==> src/rtl/protected_read_input_buffer.sv <==
// protected_read_input_buffer
// Request-side FWFT queue for the protected read unit. Requesters push a
// (process token, object id) pair; the permission-read engine sees the oldest
// entry on the outputs without asking and pops it with read_enable.
// Optional feature: define PROTECTED_READ_INPUT_OVERFLOW_EN to add the sticky
// overflow_out flag that records any push dropped because the queue was full.
module protected_read_input_buffer #(
    parameter int process_token_register_width = 160,
    parameter int object_id_width              = 32,
    parameter int depth                        = 4,
    parameter int ptr_width                    = 2
) (
    input  logic                                    clk,
    input  logic                                    rst_n,
    input  logic                                    write_enable,
    input  logic [process_token_register_width-1:0] process_token_in,
    input  logic [object_id_width-1:0]              object_id_in,
    input  logic                                    read_enable,
    output logic [process_token_register_width-1:0] process_token_out,
    output logic [object_id_width-1:0]              object_id_out,
    output logic                                    status_of_input_data_out,
    output logic                                    full,
    output logic [ptr_width:0]                      count
`ifdef PROTECTED_READ_INPUT_OVERFLOW_EN
    ,
    output logic                                    overflow_out
`endif
);

    localparam logic [ptr_width:0] depth_cnt = (ptr_width + 1)'(depth);

    // Entry storage; only ever read through the count-gated output mux.
    logic [process_token_register_width-1:0] token_mem [depth];
    logic [object_id_width-1:0]              id_mem    [depth];

    logic [ptr_width-1:0] wr_ptr_q, wr_ptr_d;
    logic [ptr_width-1:0] rd_ptr_q, rd_ptr_d;
    logic [ptr_width:0]   count_q,  count_d;
    logic                 full_q,   full_d;
    logic                 status_q, status_d;
    logic                 push;
    logic                 pop;

    // Accept/pop decisions and next-state for pointers, count and status.
    always_comb begin
        // NOTE: every always_comb output gets a default first so no path
        // through the block can leave a value unassigned and infer a latch.
        wr_ptr_d = wr_ptr_q;
        rd_ptr_d = rd_ptr_q;
        count_d  = count_q;

        // A full queue still accepts a push when the head leaves the same cycle.
        push = write_enable && (!full_q || read_enable);
        // An empty queue ignores the pop even if a push lands this cycle.
        pop  = read_enable && (count_q != '0);

        if (push) wr_ptr_d = wr_ptr_q + ptr_width'(1);
        if (pop)  rd_ptr_d = rd_ptr_q + ptr_width'(1);

        unique case ({push, pop})
            2'b10:   count_d = count_q + (ptr_width + 1)'(1);
            2'b01:   count_d = count_q - (ptr_width + 1)'(1);
            default: count_d = count_q;
        endcase

        full_d   = (count_d == depth_cnt);
        status_d = (count_d != '0);
    end

    // Control state; cleared asynchronously so a reset discards the queue at once.
    always_ff @(posedge clk or negedge rst_n) begin
        if (!rst_n) begin
            // NOTE: sequential state uses non-blocking assignments so every
            // flop samples pre-edge values regardless of statement order.
            wr_ptr_q <= '0;
            rd_ptr_q <= '0;
            count_q  <= '0;
            full_q   <= 1'b0;
            status_q <= 1'b0;
        end else begin
            wr_ptr_q <= wr_ptr_d;
            rd_ptr_q <= rd_ptr_d;
            count_q  <= count_d;
            full_q   <= full_d;
            status_q <= status_d;
        end
    end

    // Entry write on an accepted push.
    // NOTE: the storage array has no reset; stale contents are never visible
    // because the outputs are forced to zero while the queue is empty.
    always_ff @(posedge clk) begin
        if (push) begin
            token_mem[wr_ptr_q] <= process_token_in;
            id_mem[wr_ptr_q]    <= object_id_in;
        end
    end

    // FWFT head: combinational from the read pointer, zero when nothing is queued.
    assign process_token_out        = (count_q != '0) ? token_mem[rd_ptr_q] : '0;
    assign object_id_out            = (count_q != '0) ? id_mem[rd_ptr_q]    : '0;
    assign status_of_input_data_out = status_q;
    assign full                     = full_q;
    assign count                    = count_q;

`ifdef PROTECTED_READ_INPUT_OVERFLOW_EN
    logic overflow_q;
    logic overflow_d;

    // Sticky record of a push dropped against a full queue with no pop.
    always_comb begin
        overflow_d = overflow_q | (write_enable && full_q && !read_enable);
    end

    // Overflow flag clears only on reset.
    always_ff @(posedge clk or negedge rst_n) begin
        if (!rst_n) overflow_q <= 1'b0;
        else        overflow_q <= overflow_d;
    end

    assign overflow_out = overflow_q;
`endif

endmodule

==> config.mk <==
export PLATFORM = sky130hd
export DESIGN_NAME = protected_read_input_buffer
export DESIGN_NICKNAME = d
export VERILOG_FILES = /design/src/rtl/protected_read_input_buffer.sv
export SDC_FILE = /design/constraint.sdc
export NUM_CORES = 1
export LEC_CHECK = 0
export BUFFER_PORTS_ARGS = -buffer_cell sky130_fd_sc_hd__buf_4
export CAP_MARGIN = 30
export CELL_PAD_IN_SITES_DETAIL_PLACEMENT = 0
export CELL_PAD_IN_SITES_GLOBAL_PLACEMENT = 1
export CORE_UTILIZATION = 45
export CTS_CLUSTER_SIZE = 40
export DETAILED_ROUTE_END_ITERATION = 8
export PLACE_DENSITY_LB_ADDON = 0.1
export SETUP_SLACK_MARGIN = 0.02
export SYNTH_ARGS = -nofsm -noshare
export SYNTH_HDL_FRONTEND = slang
export SYNTH_SLANG_ARGS = --single-unit
==> constraint.sdc <==
create_clock -name clk -period 8 [get_ports clk]
set_clock_uncertainty 0.2 [all_clocks]
set_input_delay 0.8 -clock clk [delete_from_list [all_inputs] [get_ports clk]]
set_output_delay 0.8 -clock clk [all_outputs]
set_load 0.01 [all_outputs]
# After elaboration in Yosys (flattened, before gate mapping)
# Memory sizes are Yosys's and may differ from the RTL's.
# Index checks and enable logic that the tools add are counted.
[classes] addsub=4 n_eq_ne=3 muxes=5 n_reduce_logical=6
[op_table] cell="160-bit two-way mux" n=1
[op_table] cell="32-bit two-way mux" n=1
[op_table] cell="3-bit case mux with 2 select lines" n=1
[op_table] cell="3-bit nonzero test" n=2
[op_table] cell="2-bit by 1-bit adder with 2-bit output (second input constant)" n=2
[op_table] cell="3-bit by 1-bit adder with 3-bit output (second input constant)" n=1
[op_table] cell="3-bit == test (second input constant)" n=1
[op_table] cell="3-bit by 1-bit subtractor with 3-bit output (second input constant)" n=1
[op_table] cell="2-bit by 1-bit == test with 1-bit output (second input constant)" n=1
[op_table] cell="2-bit == test (second input constant)" n=1
[op_table] cell="1-bit logical AND" n=2
[op_table] cell="1-bit two-way mux" n=2
[op_table] cell="1-bit zero test" n=1
[op_table] cell="1-bit logical OR" n=1
[totals] register_bits=9 ramBits=768 input_bits=196 out_inout_bits=197 word_cells=25 mem_count=2
[mem_list] name="token_mem" words=4 width=160 rd=1 rd_clocked_by_memory_dff=0 wr=1 line_no="33" rtl="logic [process_token_register_width-1:0] token_mem [depth];"
[mem_list] name="id_mem" words=4 width=32 rd=1 rd_clocked_by_memory_dff=0 wr=1 line_no="34" rtl="logic [object_id_width-1:0] id_mem [depth];"

# Logic depth before layout (Yosys ltp)
[depth] word_depth=6 depth_mapped=9 mapped_depth_nobuf=9

# Worst setup path after synthesis
# No wires, ideal clock.
[synth_path] kind="input-to-reg" from="in read_enable" to="mem id_mem[0][0], enable pin" t_arrival_ns=5.436 t_required_ns=7.224 slack_ns=1.787 cell_stages=2 path_buffers=0 path_cell_list="o21a_1 > and2_1"
[synth_between] elab_chain_cells=4
[synth_rtl] element="start, declared" line_no="18" rtl="input logic read_enable,"
[synth_rtl] element="1-bit logical OR" line_no="53" rtl="push = write_enable && (!full_q || read_enable);"
[synth_rtl] element="1-bit logical AND" line_no="53"
[synth_rtl] element="1-bit two-way mux" line_no="93" rtl="if (push) begin"
[synth_rtl] element="1-bit two-way mux (not written as such)" line_no="95" rtl="id_mem[wr_ptr_q] <= object_id_in;"
[synth_rtl] element="end, declared" line_no="34"
# No other way between the ends.

# Final worst setup path
[layout_path] from="reg rd_ptr_q[0]" to="out process_token_out[80]"
[layout_between] elab_chain_cells=2
[layout_rtl] element="start, declared" line_no="37" rtl="logic [ptr_width-1:0] rd_ptr_q, rd_ptr_d;"
[layout_rtl] element="start signal, assigned" line_no="82" rtl="rd_ptr_q <= rd_ptr_d;"
[layout_rtl] element="memory read 4 x 160 bit"
[layout_rtl] element="160-bit two-way mux" line_no="100" rtl="assign process_token_out = (count_q != '0) ? token_mem[rd_ptr_q] : '0;"
[layout_rtl] element="end, declared" line_no="19" rtl="output logic [process_token_register_width-1:0] process_token_out,"
# No other way between the ends.

==> out/metrics.cfg <==
[yosys]
ys_ff_latch=777
synth_top_area_cell=edfxtp_1
synth_area_per_cell_sq_um=23.4
ys_seq_area_frac=0.789
yosys-top-cells-area=edfxtp_1, mux4_2, and2_1
syn_area_sq_um=29500
synth_warnings=0
yosysTopAreaCellShare=0.781
yosys.cell_types.count=26
syn_nets=1466
syn_inst=1264

[layout]
nets=1893
drive_above_1_share=0.411
finalInstanceArea_sq_um=35900
area_growth_pct=21.6

[worst_setup_path]
path_max_fanout=99
reg2reg_to=token_mem[0][109]$_DFFE_PP_
rr_worst_depth=4
crit_required_ns=7.00
cpPeakStageDelay_ns=0.99
worstSetupEndpointType=output pin
cp-startpoint=rd_ptr_q[0]$_DFFE_PN0P_
reg2reg_from=full$_DFF_PN0_
crit_chain=buf_12 -> mux4_2 -> and2_1 -> buf_4
r2r_slack_ns=4.96
critical_path_class=reg -> out
critPathSlowestCell=dfrtp_4
cp-start-kind=flip-flop
cp-endpoint=process_token_out[80]
worstPathArrival_ns=3.37

[global_routing]
grt_first_pass_wirelength_microns=90900
grt_pass1_vias=14500
grt_overflow=0
antenna_found_initial=9
track_usage=0.184
grt_max_degree=113

[route]
dr.pass1.iters=5
via_per_inst=5.25
dr_wl_met3_microns=4840
top_layer_used=met5
wl_per_cell_microns=23.3
ant_nets=0
drt_first_iter_violations=752
routed_wl_microns=61000
wl_met1_microns=24900
wl_met2_microns=30000
drc=0
num_vias=13700

[power]
p_per_area_nw_per_um2=390
ir_worst_vdd_uv=271
p_leak_uw=0.0122

[sta]
fin_crit_sh=0.546
final-hold-violation-count=0
rsz0062_at_grt=false
fin_setup_tns_ns=0
finalMaxSlewViolations=0
worst_pin_slew_ns=0.976
slew_headroom=0.350
setup_viol=0
period_minus_slack_ns=4.37
setup_ws_ns=3.63
max_freq_mhz=229

[min_path]
min_path_type=in -> reg

[placed_design]
placed_area_sq_um=33300
dpl.hpwl_microns=35000
gp_congestion=0.728
dpl_worst_slack_ns=4.12
io_buffers=392

[clock_network]
clkTransAtPathRegs_ns=0.06
clk_path_buf_depth=3
htreeDepth=3
cts_setup_buffers=0
hold_buffers=1
post_cts_resized=0
clk_latency_ns=0.61
clkSinkCount=777
cts_buffers=81
cts_root_buffer=clkbuf_16
cts_tree=built

[floorplan]
dieArea_sq_um=66600
core_area_sq_um=64600
std_cell_rows=93
die_y_microns=258
die_x_microns=258
io-pin-count=393
start_util=0.457

[outcome]
outcome=finished clean

[flow_run]
cap_violations=0

-- kinds of logic after synthesis --
| family | after synthesis | synth area share |
|---|---|---|
| buffers and inverters | 73 | 0.0152 |
| and+or+nand+nor | 203 | 0.0429 |
| DFF | 777 | 0.789 |
| muxes | 194 | 0.147 |
| AOI/OAI and AO/OA | 5 | 0.00123 |
| adders and majority gates | 6 | 0.00280 |
| xor gates and xnor gates | 6 | 0.00178 |
-- worst min path at each step --
| stage | end | slack, ns | start | cells after the start |
|---|---|---|---|---|
| 5_1_grt | id_mem[3][13]$_DFFE_PP_ | 0.14 | object_id_in[13] | 1 |
| 3_5_place_dp | count[0]$_DFF_PN0_ | 0.35 | count[0]$_DFF_PN0_ | 1 |
| 4_1_cts | id_mem[1][13]$_DFFE_PP_ | 0.14 | object_id_in[13] | 1 |
| 2_1_floorplan | count[0]$_DFF_PN0_ | 0.30 | rst_n | 0 |
| 3_3_place_gp | count[0]$_DFF_PN0_ | 0.36 | count[0]$_DFF_PN0_ | 1 |
| 6_report | id_mem[1][13]$_DFFE_PP_ | 0.18 | object_id_in[13] | 1 |
-- area by class of cell --
cell class,count,area [sq um]
clock inverters,45,407
inverters,7,26.3
flip-flops and latches,777,23300
clock buffers,100,2100
fillers,4993,28700
multi-input cells,414,5800
repair buffers,410,3180
well taps,855,1070
diodes,5,12.5
-- power breakdown --
| group | internal, uW | total, uW | switching, uW |
|---|---|---|---|
| Combinational | 2450 | 4840 | 2390 |
| Sequential | 5330 | 5600 | 266 |
| Clock | 2060 | 3550 | 1490 |
-- per-stage QoR --
step	std cells	util	hold slack, ns	power, uW
2_1_floorplan	1264	-	0.304	8630
3_3_place_gp	2461	0.516	0.356	10600
3_5_place_dp	2461	0.516	0.354	10700
4_1_cts	2607	0.555	0.135	14200
5_1_grt	2609	0.555	0.140	14700
6_report	2613	0.556	0.179	14000
-- flip-flops by register name (all words and copies together), names as in the netlist --
register / cells
id_mem: 128
count: 3
rd_ptr_q: 2
status_of_input_data_out: 1
full: 1
wr_ptr_q: 2
token_mem: 640
-- cells in the final DEF (no fill, tap or decap), types with 7 or more instances in the layout --
master     netlist  routed
buf_4            0     402
clkinv_2         0      12
mux4_2         192     192
and2_1         197     193
clkbuf_1        24      19
clkbuf_16        0      81
inv_1            7       7
edfxtp_1       768     768
dfrtp_1          9       7
clkinv_1         0      16
-- synth_stat cells --
master / count
and2_1: 197
ha_1: 5
or3_1: 1
o21ai_0: 2
edfxtp_1: 768
xor2_1: 2
a32o_1: 1
mux2i_1: 1
fa_1: 1
nand3_1: 1
inv_1: 7
buf_8: 1
mux4_2: 192
xnor2_1: 4
mux2_2: 1
buf_6: 18
o21a_1: 1
dfrtp_1: 9
and3_1: 1
or2_2: 1
o221ai_1: 1
buf_2: 22
clkbuf_1: 24
nor3b_1: 1
nor2_1: 1
buf_1: 1
-- metal layers --
layer  track usage  up-vias
met5             0        -
met4        0.0487       10
met3        0.0641       93
met2         0.297      356
met1         0.239     7221
li1              -     6047
-- critical path, delay by kind of cell (launching register included) --
family,cells,cell delay [ns]
flip-flops,1,0.99
multiplexers,1,0.59
AND/OR/NAND/NOR,1,0.19
buffers and inverters,2,0.82
No activity file was read; power rests on OpenSTA's default activity.
